==> src/rtl/tnoc_flit_type_demux_if.sv <==
// Flit bus bundle for the type demux: one input lane in, CHANNELS lanes out.
interface tnoc_flit_type_demux_if #(
    parameter int unsigned CHANNELS   = 4,
    parameter int unsigned FLIT_WIDTH = 64
);
    logic                           i_valid;
    logic                           o_ready;
    logic [FLIT_WIDTH-1:0]          i_flit;
    logic                           i_head;
    logic                           i_tail;
    logic [CHANNELS-1:0]            o_valid;
    logic [CHANNELS-1:0]            i_ready;
    logic [CHANNELS*FLIT_WIDTH-1:0] o_flit;
    logic [CHANNELS-1:0]            o_head;
    logic [CHANNELS-1:0]            o_tail;

    // Demux side: consumes the input lane, produces the per-channel lanes.
    modport slave (
        input  i_valid, i_flit, i_head, i_tail, i_ready,
        output o_ready, o_valid, o_flit, o_head, o_tail
    );

    // Environment side: produces the input lane, consumes the per-channel lanes.
    modport master (
        output i_valid, i_flit, i_head, i_tail, i_ready,
        input  o_ready, o_valid, o_flit, o_head, o_tail
    );
endinterface

==> src/rtl/tnoc_flit_type_demux.sv <==
// Routes flit packets to per-type output channels by the header type field;
// each channel has its own FIFO and unmatched packets are discarded.
module tnoc_flit_type_demux #(
    parameter int unsigned CHANNELS   = 4,
    parameter int unsigned FLIT_WIDTH = 64,
    parameter int unsigned TYPE_WIDTH = 8,
    parameter int unsigned TYPE_LSB   = 0,
    parameter logic [CHANNELS*TYPE_WIDTH-1:0] CHANNEL_TYPES = {8'h03, 8'h02, 8'h01, 8'h00},
    parameter int unsigned FIFO_DEPTH = 4
) (
    input  logic                      i_clk,
    input  logic                      i_rst,
    tnoc_flit_type_demux_if.slave     io_bus,
    output logic [15:0]               o_drop_count,
    output logic                      o_error
);

    localparam int unsigned SEL_W = (CHANNELS > 1) ? $clog2(CHANNELS) : 1;
    localparam int unsigned PTR_W = (FIFO_DEPTH > 1) ? $clog2(FIFO_DEPTH) : 1;
    localparam int unsigned CNT_W = $clog2(FIFO_DEPTH + 1);

    localparam logic [1:0] ST_IDLE    = 2'd0;
    localparam logic [1:0] ST_FORWARD = 2'd1;
    localparam logic [1:0] ST_DROP    = 2'd2;

    logic [1:0]             r_state;
    logic [1:0]             w_state_nxt;
    logic [SEL_W-1:0]       r_sel;
    logic [SEL_W-1:0]       w_sel_nxt;

    logic [TYPE_WIDTH-1:0]  w_type;
    logic                   w_match;
    logic [SEL_W-1:0]       w_match_idx;

    logic                   w_ready;
    logic                   w_push;
    logic [SEL_W-1:0]       w_push_ch;
    logic                   w_err;
    logic                   w_drop;

    logic [15:0]            r_drop_count;
    logic                   r_error;

    logic [FLIT_WIDTH-1:0]  r_mem_flit [CHANNELS][FIFO_DEPTH];
    logic                   r_mem_head [CHANNELS][FIFO_DEPTH];
    logic                   r_mem_tail [CHANNELS][FIFO_DEPTH];
    logic [PTR_W-1:0]       r_wptr     [CHANNELS];
    logic [PTR_W-1:0]       r_rptr     [CHANNELS];
    logic [CNT_W-1:0]       r_count    [CHANNELS];

    logic [CHANNELS-1:0]    w_full;
    logic [CHANNELS-1:0]    w_empty;
    logic [CHANNELS-1:0]    w_push_vec;
    logic [CHANNELS-1:0]    w_pop_vec;

    logic [CHANNELS*FLIT_WIDTH-1:0] w_out_flit;
    logic [CHANNELS-1:0]            w_out_head;
    logic [CHANNELS-1:0]            w_out_tail;

    assign w_type = io_bus.i_flit[TYPE_LSB +: TYPE_WIDTH];

    // Type decode; the lowest-index matching channel wins.
    always_comb begin
        w_match     = 1'b0;
        w_match_idx = '0;
        for (int k = 0; k < int'(CHANNELS); k++) begin
            if (!w_match && (w_type == CHANNEL_TYPES[k*TYPE_WIDTH +: TYPE_WIDTH])) begin
                w_match     = 1'b1;
                w_match_idx = SEL_W'(k);
            end
        end
    end

    // Per-channel FIFO status and push/pop strobes.
    always_comb begin
        w_full     = '0;
        w_empty    = '0;
        w_push_vec = '0;
        w_pop_vec  = '0;
        for (int k = 0; k < int'(CHANNELS); k++) begin
            w_full[k]     = (r_count[k] == CNT_W'(FIFO_DEPTH));
            w_empty[k]    = (r_count[k] == '0);
            w_push_vec[k] = w_push && (w_push_ch == SEL_W'(k));
            w_pop_vec[k]  = !w_empty[k] && io_bus.i_ready[k];
        end
    end

    // FSM next state, input ready, push/drop/error strobes.
    always_comb begin
        w_state_nxt = r_state;
        w_sel_nxt   = r_sel;
        w_ready     = 1'b1;
        w_push      = 1'b0;
        w_push_ch   = r_sel;
        w_err       = 1'b0;
        w_drop      = 1'b0;
        case (r_state)
            ST_IDLE: begin
                if (io_bus.i_head) begin
                    if (w_match) begin
                        w_push_ch = w_match_idx;
                        w_ready   = !w_full[w_match_idx];
                        if (io_bus.i_valid && w_ready) begin
                            w_push = 1'b1;
                            if (!io_bus.i_tail) begin
                                w_sel_nxt   = w_match_idx;
                                w_state_nxt = ST_FORWARD;
                            end
                        end
                    end else if (io_bus.i_valid) begin
                        w_drop = 1'b1;
                        if (!io_bus.i_tail) begin
                            w_state_nxt = ST_DROP;
                        end
                    end
                end else if (io_bus.i_valid) begin
                    w_err = 1'b1;
                end
            end
            ST_FORWARD: begin
                w_ready = !w_full[r_sel];
                if (io_bus.i_valid && w_ready) begin
                    w_push = 1'b1;
                    w_err  = io_bus.i_head;
                    if (io_bus.i_tail) begin
                        w_state_nxt = ST_IDLE;
                    end
                end
            end
            ST_DROP: begin
                if (io_bus.i_valid && io_bus.i_tail) begin
                    w_state_nxt = ST_IDLE;
                end
            end
            default: begin
                w_state_nxt = ST_IDLE;
            end
        endcase
    end

    // FSM, error pulse and saturating drop counter.
    always_ff @(posedge i_clk) begin
        if (i_rst) begin
            r_state      <= ST_IDLE;
            r_sel        <= '0;
            r_error      <= 1'b0;
            r_drop_count <= '0;
        end else begin
            r_state <= w_state_nxt;
            r_sel   <= w_sel_nxt;
            r_error <= w_err;
            if (w_drop && (r_drop_count != 16'hFFFF)) begin
                r_drop_count <= r_drop_count + 16'd1;
            end
        end
    end

    // FIFO storage; contents are don't-care while the entry is not valid.
    always_ff @(posedge i_clk) begin
        for (int k = 0; k < int'(CHANNELS); k++) begin
            if (w_push_vec[k]) begin
                r_mem_flit[k][r_wptr[k]] <= io_bus.i_flit;
                r_mem_head[k][r_wptr[k]] <= io_bus.i_head;
                r_mem_tail[k][r_wptr[k]] <= io_bus.i_tail;
            end
        end
    end

    // FIFO pointers and occupancy; a push is never issued into a full FIFO.
    always_ff @(posedge i_clk) begin
        if (i_rst) begin
            for (int k = 0; k < int'(CHANNELS); k++) begin
                r_wptr[k]  <= '0;
                r_rptr[k]  <= '0;
                r_count[k] <= '0;
            end
        end else begin
            for (int k = 0; k < int'(CHANNELS); k++) begin
                if (w_push_vec[k]) begin
                    r_wptr[k] <= r_wptr[k] + PTR_W'(1);
                end
                if (w_pop_vec[k]) begin
                    r_rptr[k] <= r_rptr[k] + PTR_W'(1);
                end
                case ({w_push_vec[k], w_pop_vec[k]})
                    2'b10:   r_count[k] <= r_count[k] + CNT_W'(1);
                    2'b01:   r_count[k] <= r_count[k] - CNT_W'(1);
                    default: r_count[k] <= r_count[k];
                endcase
            end
        end
    end

    // Present each FIFO head entry on its channel slice.
    always_comb begin
        w_out_flit = '0;
        w_out_head = '0;
        w_out_tail = '0;
        for (int k = 0; k < int'(CHANNELS); k++) begin
            w_out_flit[k*FLIT_WIDTH +: FLIT_WIDTH] = r_mem_flit[k][r_rptr[k]];
            w_out_head[k]                          = r_mem_head[k][r_rptr[k]];
            w_out_tail[k]                          = r_mem_tail[k][r_rptr[k]];
        end
    end

    assign io_bus.o_ready  = w_ready;
    assign io_bus.o_valid  = ~w_empty;
    assign io_bus.o_flit   = w_out_flit;
    assign io_bus.o_head   = w_out_head;
    assign io_bus.o_tail   = w_out_tail;
    assign o_drop_count    = r_drop_count;
    assign o_error         = r_error;

endmodule
==> src/flat_wrapper.sv <==
// flat-port wrapper written by rule: the top's interface ports become plain ports
module tnoc_flit_type_demux_flat 
#(
    parameter int unsigned CHANNELS   = 4,
    parameter int unsigned FLIT_WIDTH = 64,
    parameter int unsigned TYPE_WIDTH = 8,
    parameter int unsigned TYPE_LSB   = 0,
    parameter logic [CHANNELS*TYPE_WIDTH-1:0] CHANNEL_TYPES = {8'h03, 8'h02, 8'h01, 8'h00},
    parameter int unsigned FIFO_DEPTH = 4
)
  (i_clk, i_rst, o_drop_count, o_error, io_bus_i_valid, io_bus_i_flit, io_bus_i_head, io_bus_i_tail, io_bus_i_ready, io_bus_o_ready, io_bus_o_valid, io_bus_o_flit, io_bus_o_head, io_bus_o_tail);
  tnoc_flit_type_demux_if #(.CHANNELS(CHANNELS), .FLIT_WIDTH(FLIT_WIDTH)) io_bus_i ();
  input  logic i_clk;
  input  logic i_rst;
  output logic [15:0] o_drop_count;
  output logic o_error;
  input wire logic [$bits(io_bus_i.i_valid)-1:0] io_bus_i_valid;
  input wire logic [$bits(io_bus_i.i_flit)-1:0] io_bus_i_flit;
  input wire logic [$bits(io_bus_i.i_head)-1:0] io_bus_i_head;
  input wire logic [$bits(io_bus_i.i_tail)-1:0] io_bus_i_tail;
  input wire logic [$bits(io_bus_i.i_ready)-1:0] io_bus_i_ready;
  output wire logic [$bits(io_bus_i.o_ready)-1:0] io_bus_o_ready;
  output wire logic [$bits(io_bus_i.o_valid)-1:0] io_bus_o_valid;
  output wire logic [$bits(io_bus_i.o_flit)-1:0] io_bus_o_flit;
  output wire logic [$bits(io_bus_i.o_head)-1:0] io_bus_o_head;
  output wire logic [$bits(io_bus_i.o_tail)-1:0] io_bus_o_tail;
  assign io_bus_i.i_valid = io_bus_i_valid;
  assign io_bus_i.i_flit = io_bus_i_flit;
  assign io_bus_i.i_head = io_bus_i_head;
  assign io_bus_i.i_tail = io_bus_i_tail;
  assign io_bus_i.i_ready = io_bus_i_ready;
  assign io_bus_o_ready = io_bus_i.o_ready;
  assign io_bus_o_valid = io_bus_i.o_valid;
  assign io_bus_o_flit = io_bus_i.o_flit;
  assign io_bus_o_head = io_bus_i.o_head;
  assign io_bus_o_tail = io_bus_i.o_tail;
  tnoc_flit_type_demux #(.CHANNELS(CHANNELS), .FLIT_WIDTH(FLIT_WIDTH), .TYPE_WIDTH(TYPE_WIDTH), .TYPE_LSB(TYPE_LSB), .CHANNEL_TYPES(CHANNEL_TYPES), .FIFO_DEPTH(FIFO_DEPTH)) u_core (.i_clk(i_clk), .i_rst(i_rst), .io_bus(io_bus_i), .o_drop_count(o_drop_count), .o_error(o_error));
endmodule
==> config.mk <==
export PLATFORM = sky130hd
export DESIGN_NAME = tnoc_flit_type_demux_flat
export DESIGN_NICKNAME = d
export VERILOG_FILES = /design/src/rtl/tnoc_flit_type_demux_if.sv /design/src/rtl/tnoc_flit_type_demux.sv /design/src/flat_wrapper.sv
export SDC_FILE = /design/constraint.sdc
export NUM_CORES = 1
export LEC_CHECK = 0
export ABC_AREA = 1
export CELL_PAD_IN_SITES_DETAIL_PLACEMENT = 2
export CELL_PAD_IN_SITES_GLOBAL_PLACEMENT = 2
export CORE_ASPECT_RATIO = 0.7
export CORE_MARGIN = 2
export CORE_UTILIZATION = 41
export CTS_CLUSTER_DIAMETER = 60
export DETAILED_ROUTE_END_ITERATION = 6
export GPL_TIMING_DRIVEN = 1
export PLACE_DENSITY = 0.79
export SYNTH_ARGS = -nofsm -noshare
export SYNTH_HDL_FRONTEND = slang
export SYNTH_SLANG_ARGS = --single-unit
==> constraint.sdc <==
create_clock -name i_clk -period 6.2 [get_ports i_clk]
set_input_delay 0.93 -clock i_clk [delete_from_list [all_inputs] [get_ports i_clk]]
set_output_delay 0.93 -clock i_clk [all_outputs]
set_load 0.02 [all_outputs]
* Word-level counts from Yosys, hierarchy flattened *
Memory sizes are Yosys's and may differ from the RTL's.
Index checks and enable logic that the tools add are counted.

storage, ports and cells
  bits in registers = 21
  latch bits = 0
  bits in writable memories = 1084
  bits in read-only memories = 0
  input port bits = 73
  output and inout port bits = 286
  memories = 6

cells by class
  $add $sub $neg = 17
  multipliers = 0
  divide/modulo/power cells = 0
  order comparisons = 14
  equality and inequality tests = 28
  shifts and indexed selects = 0
  mux-type cells = 208
  bitwise logic cells = 30
  reductions and logical operators = 50

memory list
  memory             depth  width  rd ports  clocked after Yosys merged registers in  wr ports  RTL line                    RTL
  u_core.r_mem_flit  4      256    4         0                                        1         tnoc_flit_type_demux.sv:44  logic [FLIT_WIDTH-1:0] r_mem_flit [CHANNELS][FIFO_DEPTH];
  u_core.r_mem_head  4      4      4         0                                        1         tnoc_flit_type_demux.sv:45  logic r_mem_head [CHANNELS][FIFO_DEPTH];
  u_core.r_mem_tail  4      4      4         0                                        1         tnoc_flit_type_demux.sv:46  logic r_mem_tail [CHANNELS][FIFO_DEPTH];
  u_core.r_count     4      3      4         0                                        4         tnoc_flit_type_demux.sv:49  logic [CNT_W-1:0] r_count [CHANNELS];
  u_core.r_rptr      4      2      4         0                                        4         tnoc_flit_type_demux.sv:48  logic [PTR_W-1:0] r_rptr [CHANNELS];
  u_core.r_wptr      4      2      4         0                                        4         tnoc_flit_type_demux.sv:47  logic [PTR_W-1:0] r_wptr [CHANNELS];

operators with widths
  cell                                           number
  two-way mux 256 bit                            10
  two-way mux 64 bit                             12
  OR reduction 256 bit                           3
  binary-select mux 64 bit (select 2 bit)        4
  demux 64 bit (select 2 bit)                    4
  two-way mux 1 bit                              101
  two-way mux 4 bit                              16
  two-way mux 2 bit                              31
  two-way mux 3 bit                              12
  >= comparator 3 bit, second input constant     8
  NOT 2 -> 3 bit                                 8
  OR reduction 4 bit                             6
  binary-select mux 1 bit (select 2 bit)         10
  OR 1 bit                                       20
  logical AND 1 bit                              19
  adder 16 x 1 -> 16 bit, second input constant  1
  adder 2 x 1 -> 2 bit, second input constant    8
  == test 8 x 2 -> 1 bit, second input constant  2
  inequality test 16 bit, second input constant  1
  == test 2 bit, second input constant           7
  adder 3 x 1 -> 3 bit, second input constant    4
  == test 2 x 1 -> 1 bit, second input constant  6
  == test 3 bit, second input constant           4
  zero test 3 bit                                4
  19 further kinds                               46

* Depth between registers and ports, before layout *
  depth in word-level cells = 27
  depth in mapped cells = 18

* Least setup slack after synthesis *
No wires, ideal clock.

  path kind = input to register
  start = input io_bus_i_flit[3]
  end = memory u_core.r_mem_flit[0][0] (netlist bit), enable pin
  setup time = 0.490 ns
  arrival time = 4.604 ns
  required time = 5.710 ns
  slack = 1.106 ns
  stages on the path = 9
  path buffers = 0
  path through = nor2_4 -> nand2_1 -> o21bai_1 -> nand3_1 -> nand2_1 -> nand3_2 -> nand2_4 -> nand2_2 -> nor2_1

on the way
  word-level cells in the longest chain between the ends = 26

RTL lines
  item                                                                              RTL line                     RTL
  start, declared                                                                   flat_wrapper.sv:18           input wire logic [$bits(io_bus_i.i_flit)-1:0] io_bus_i_flit;
  zero test 8 bit                                                                   tnoc_flit_type_demux.sv:67   if (!w_match && (w_type == CHANNEL_TYPES[k*TYPE_WIDTH +: TYPE_WIDTH])) begin
  two-way mux 1 bit                                                                 tnoc_flit_type_demux.sv:67
  zero test 1 bit                                                                   tnoc_flit_type_demux.sv:67
  logical AND 1 bit                                                                 tnoc_flit_type_demux.sv:67
  two-way mux 1 bit                                                                 tnoc_flit_type_demux.sv:67
  zero test 1 bit                                                                   tnoc_flit_type_demux.sv:67
  logical AND 1 bit                                                                 tnoc_flit_type_demux.sv:67
  two-way mux 1 bit                                                                 tnoc_flit_type_demux.sv:67
  [... 8 more ...]                                                                  --
  two-way mux 1 bit                                                                 tnoc_flit_type_demux.sv:100  if (w_match) begin
  two-way mux 1 bit                                                                 tnoc_flit_type_demux.sv:99   if (io_bus.i_head) begin
  case mux 1 bit (2 select lines)                                                   tnoc_flit_type_demux.sv:97   case (r_state)
  logical AND 1 bit                                                                 tnoc_flit_type_demux.sv:83   w_push_vec[k] = w_push && (w_push_ch == SEL_W'(k));
  two-way mux 1 bit                                                                 tnoc_flit_type_demux.sv:161  if (w_push_vec[k]) begin
  two-way mux 256 bit (not written as such)                                         tnoc_flit_type_demux.sv:162  r_mem_flit[k][r_wptr[k]] <= io_bus.i_flit;
  OR reduction 256 bit (no line)                                                    --
  two-way mux 2 bit (no line) or two-way mux 256 bit (tied branches) (3 in series)  --
  end, declared                                                                     tnoc_flit_type_demux.sv:44

Several ways; a longest one is shown, not always the timed one. The select of a mux whose other input is x is not followed.

==> flow_summary.ini <==
[status]
outcome = finished clean

[drt]
dr.pass1.iters = 5
drt-initial-drc-count = 3776
routedWlPerCell_microns = 36.8
drc = 0
vias = 29863
ant_nets = 0
wl_mm = 176
via_per_inst = 6.24

[clock_network]
cts_buffers = 106
cts_resized = 0
hold_buffers = 0
cts_num_sinks = 1105
cts_root_buffer = clkbuf_16
clk_latency_ns = 0.75
path_clk_slew_ns = 0.07
postCtsSetupBuffers = 0
cts_tree = yes
htree_levels = 3
clock_path_buffers = 3

[placement]
routabilityCongestion = 0.835
dpl_cell_area_sq_mm = 0.0473
dp_slack_ns = 0.904
post-dp-hpwl_mm = 101
port-buffer-count = 358

[power_and_ir_drop]
p_leak_nw = 16.5
internal_power_mw = 12.9
p_per_area_mw_per_mm2 = 361
swShare = 0.295
p_sw_mw = 5.41
irDropWorstVdd_v = 0.000226
combPwrFrac = 0.170
power_frac_clock = 0.373
seqPwrFrac = 0.458

[synth]
ys_seq_area_frac = 0.781
synth_nets = 3117
yosys.area_share.simple = 0.0729
yosys_warnings = 0
synth_fa_ha_area_frac = 0.00973
synth_xor_area_frac = 0.00291
synth_compound_area_frac = 0.109
synthesis.area_sq_mm = 0.0422
syn_area_per_cell_sq_um = 14.0
synth_cells = 3013
ys_ff_latch = 1105
synth.area.mux_share = 0
synthDistinctLibCells = 38
synth_top_family_by_area = compound AO/OA/AOI/OAI gates

[cells_and_area]
final_cell_area_sq_mm = 0.0507
multiInputGateArea_sq_mm = 0.00828
drive_above_1_share = 0.0742
layout.nets = 3451
layout_common_cells = 1,084 x edfxtp_1, 575 x nor2_1, 547 x o21ai_0
nFillCells = 9545
layout_commonest_cell = edfxtp_1
seqCellArea_sq_mm = 0.0330
syn2layout_area_growth_pct = 20.3

[worst_setup_path]
worst_setup_path_start_kind = flop
path_class = flop to output port
arrival_ns = 4.48
required_ns = 5.27
worstPathMaxFanout = 75
cp-end-kind = output port

[flow_run]
maxCapViolations = 0

[sta]
hold_viol = 0
worst_slew_pin_slew_ns = 1.32
fin_crit_ns = 5.41
skew_ns = 0.0625
fin_tns_setup_ns = 0
layout_setup_ws_ns = 0.785
rsz0062_at_grt = no
fmax_mhz = 185
slew_headroom = 0.119
slew_viol_final = 0
setup_viol = 0
post-route-period-util = 0.873

[min_path]
hold_class = flop to flop

[grt]
grtUsageTotal = 0.330
grt_max_degree = 135
antenna_found_initial = 7
grt_pass1_wl_mm = 249
grt_overflow = 0
grt_pass1_vias = 32120

[die]
die-width_microns = 387
dieArea_sq_mm = 0.106
die_h_microns = 272
initial_core_util = 0.414
coreArea_sq_mm = 0.102
num_rows = 98
ioPinCount = 359
## cell usage after synthesis, drive strengths merged
library cell / instances / area, sq um
clkinv: 2 / 8.75
nand4: 5 / 31.3
ha: 28 / 350
nor3: 8 / 50.1
dfxtp: 21 / 420
nor2: 600 / 2350
nand3b: 1 / 7.51
fa: 3 / 60.1
a31oi: 1 / 6.26
o31ai: 3 / 22.5
clkbuf: 160 / 601
nor3b: 2 / 15.0
xnor2: 6 / 52.6
buf: 19 / 87.6
xor2: 8 / 70.1
o21bai: 2 / 15.0
o21ai: 549 / 2770
or2: 2 / 12.5
and3: 2 / 12.5
nand3: 29 / 165
inv: 88 / 335
o22ai: 264 / 1650
nand2: 103 / 437
edfxtp: 1084 / 32600
a21oi: 23 / 115
## final cells by class
type                    count  area share
flip-flops and latches   1105       0.650
multi-input cells        1639       0.163
repair buffers            405      0.0790
clock buffers             120      0.0533
well taps                1350      0.0333
clock inverters            77      0.0143
inverters                  90     0.00705
diodes                      2   0.0000986
## flip-flops by register name, indices dropped and copies added, names as in the netlist
signal	cells
u_core.o_drop_count	16
u_core.o_error	1
u_core.r_count	12
u_core.r_mem_flit	1024
u_core.r_mem_head	16
u_core.r_mem_tail	16
u_core.r_rptr	8
u_core.r_sel	2
u_core.r_state	2
u_core.r_wptr	8
## worst paths after layout
| check | from | end | slack, ns | depth (start not counted) |
|---|---|---|---|---|
| hold reg to reg | u_core.o_drop_count[1]$_SDFFE_PP0P_ | u_core.o_drop_count[1]$_SDFFE_PP0P_ | 0.55 | 2 |
| setup / recovery | u_core.r_rptr[0][0]$_SDFFCE_PN0P_ | io_bus_o_flit[2] | 0.79 | 5 |
| hold / removal | u_core.o_drop_count[1]$_SDFFE_PP0P_ | u_core.o_drop_count[1]$_SDFFE_PP0P_ | 0.55 | 2 |
| setup reg to reg | u_core.r_count[0][10]$_DFFE_PP_ | u_core.r_count[0][2]$_SDFFCE_PN0P_ | 1.84 | 14 |
## critical path, cell delays in order (launching register included)
cell and delay [ns]:
edfxtp_1 0.45, buf_4 0.62, buf_4 0.87, o21ai_0 0.33, o22ai_1 0.66, clkdlybuf4s50_1 0.74
## metal layers
metal / track usage / vias up / wire, microns
met2: 0.563 / 1752 / 87300
li1: - / 11855 / -
met5: 0 / - / 21
met4: 0.148 / 4 / 8640
met1: 0.416 / 15800 / 67300
met3: 0.0535 / 452 / 12900
## kinds of logic after synthesis
family | after synthesis
AOI/OAI and AO/OA | 842
xor gates and xnor gates | 14
adders and majority gates | 31
buffers and inverters | 269
DFF | 1105
and+or+nand+nor | 752
## power groups by stage
stage               clock network (mW)  logic, mW  registers, mW
global placement                     0       2.77           8.51
detailed placement                   0       2.98           8.54
finish                            6.84       3.11           8.39
global route                      7.11       3.22           8.39
CTS                               6.89       3.09           8.39
floorplan                            0       1.38           8.52
## stage by stage
stage	util	instances	hold WS (ns)	total power, mW
floorplan	-	3013	0.523	9.90
global placement	0.464	4589	0.485	11.3
detailed placement	0.464	4589	0.533	11.5
CTS	0.497	4786	0.550	18.4
global route	0.497	4787	0.570	18.7
finish	0.497	4788	0.554	18.3
Note: power is estimated with default switching activity, not from simulation.
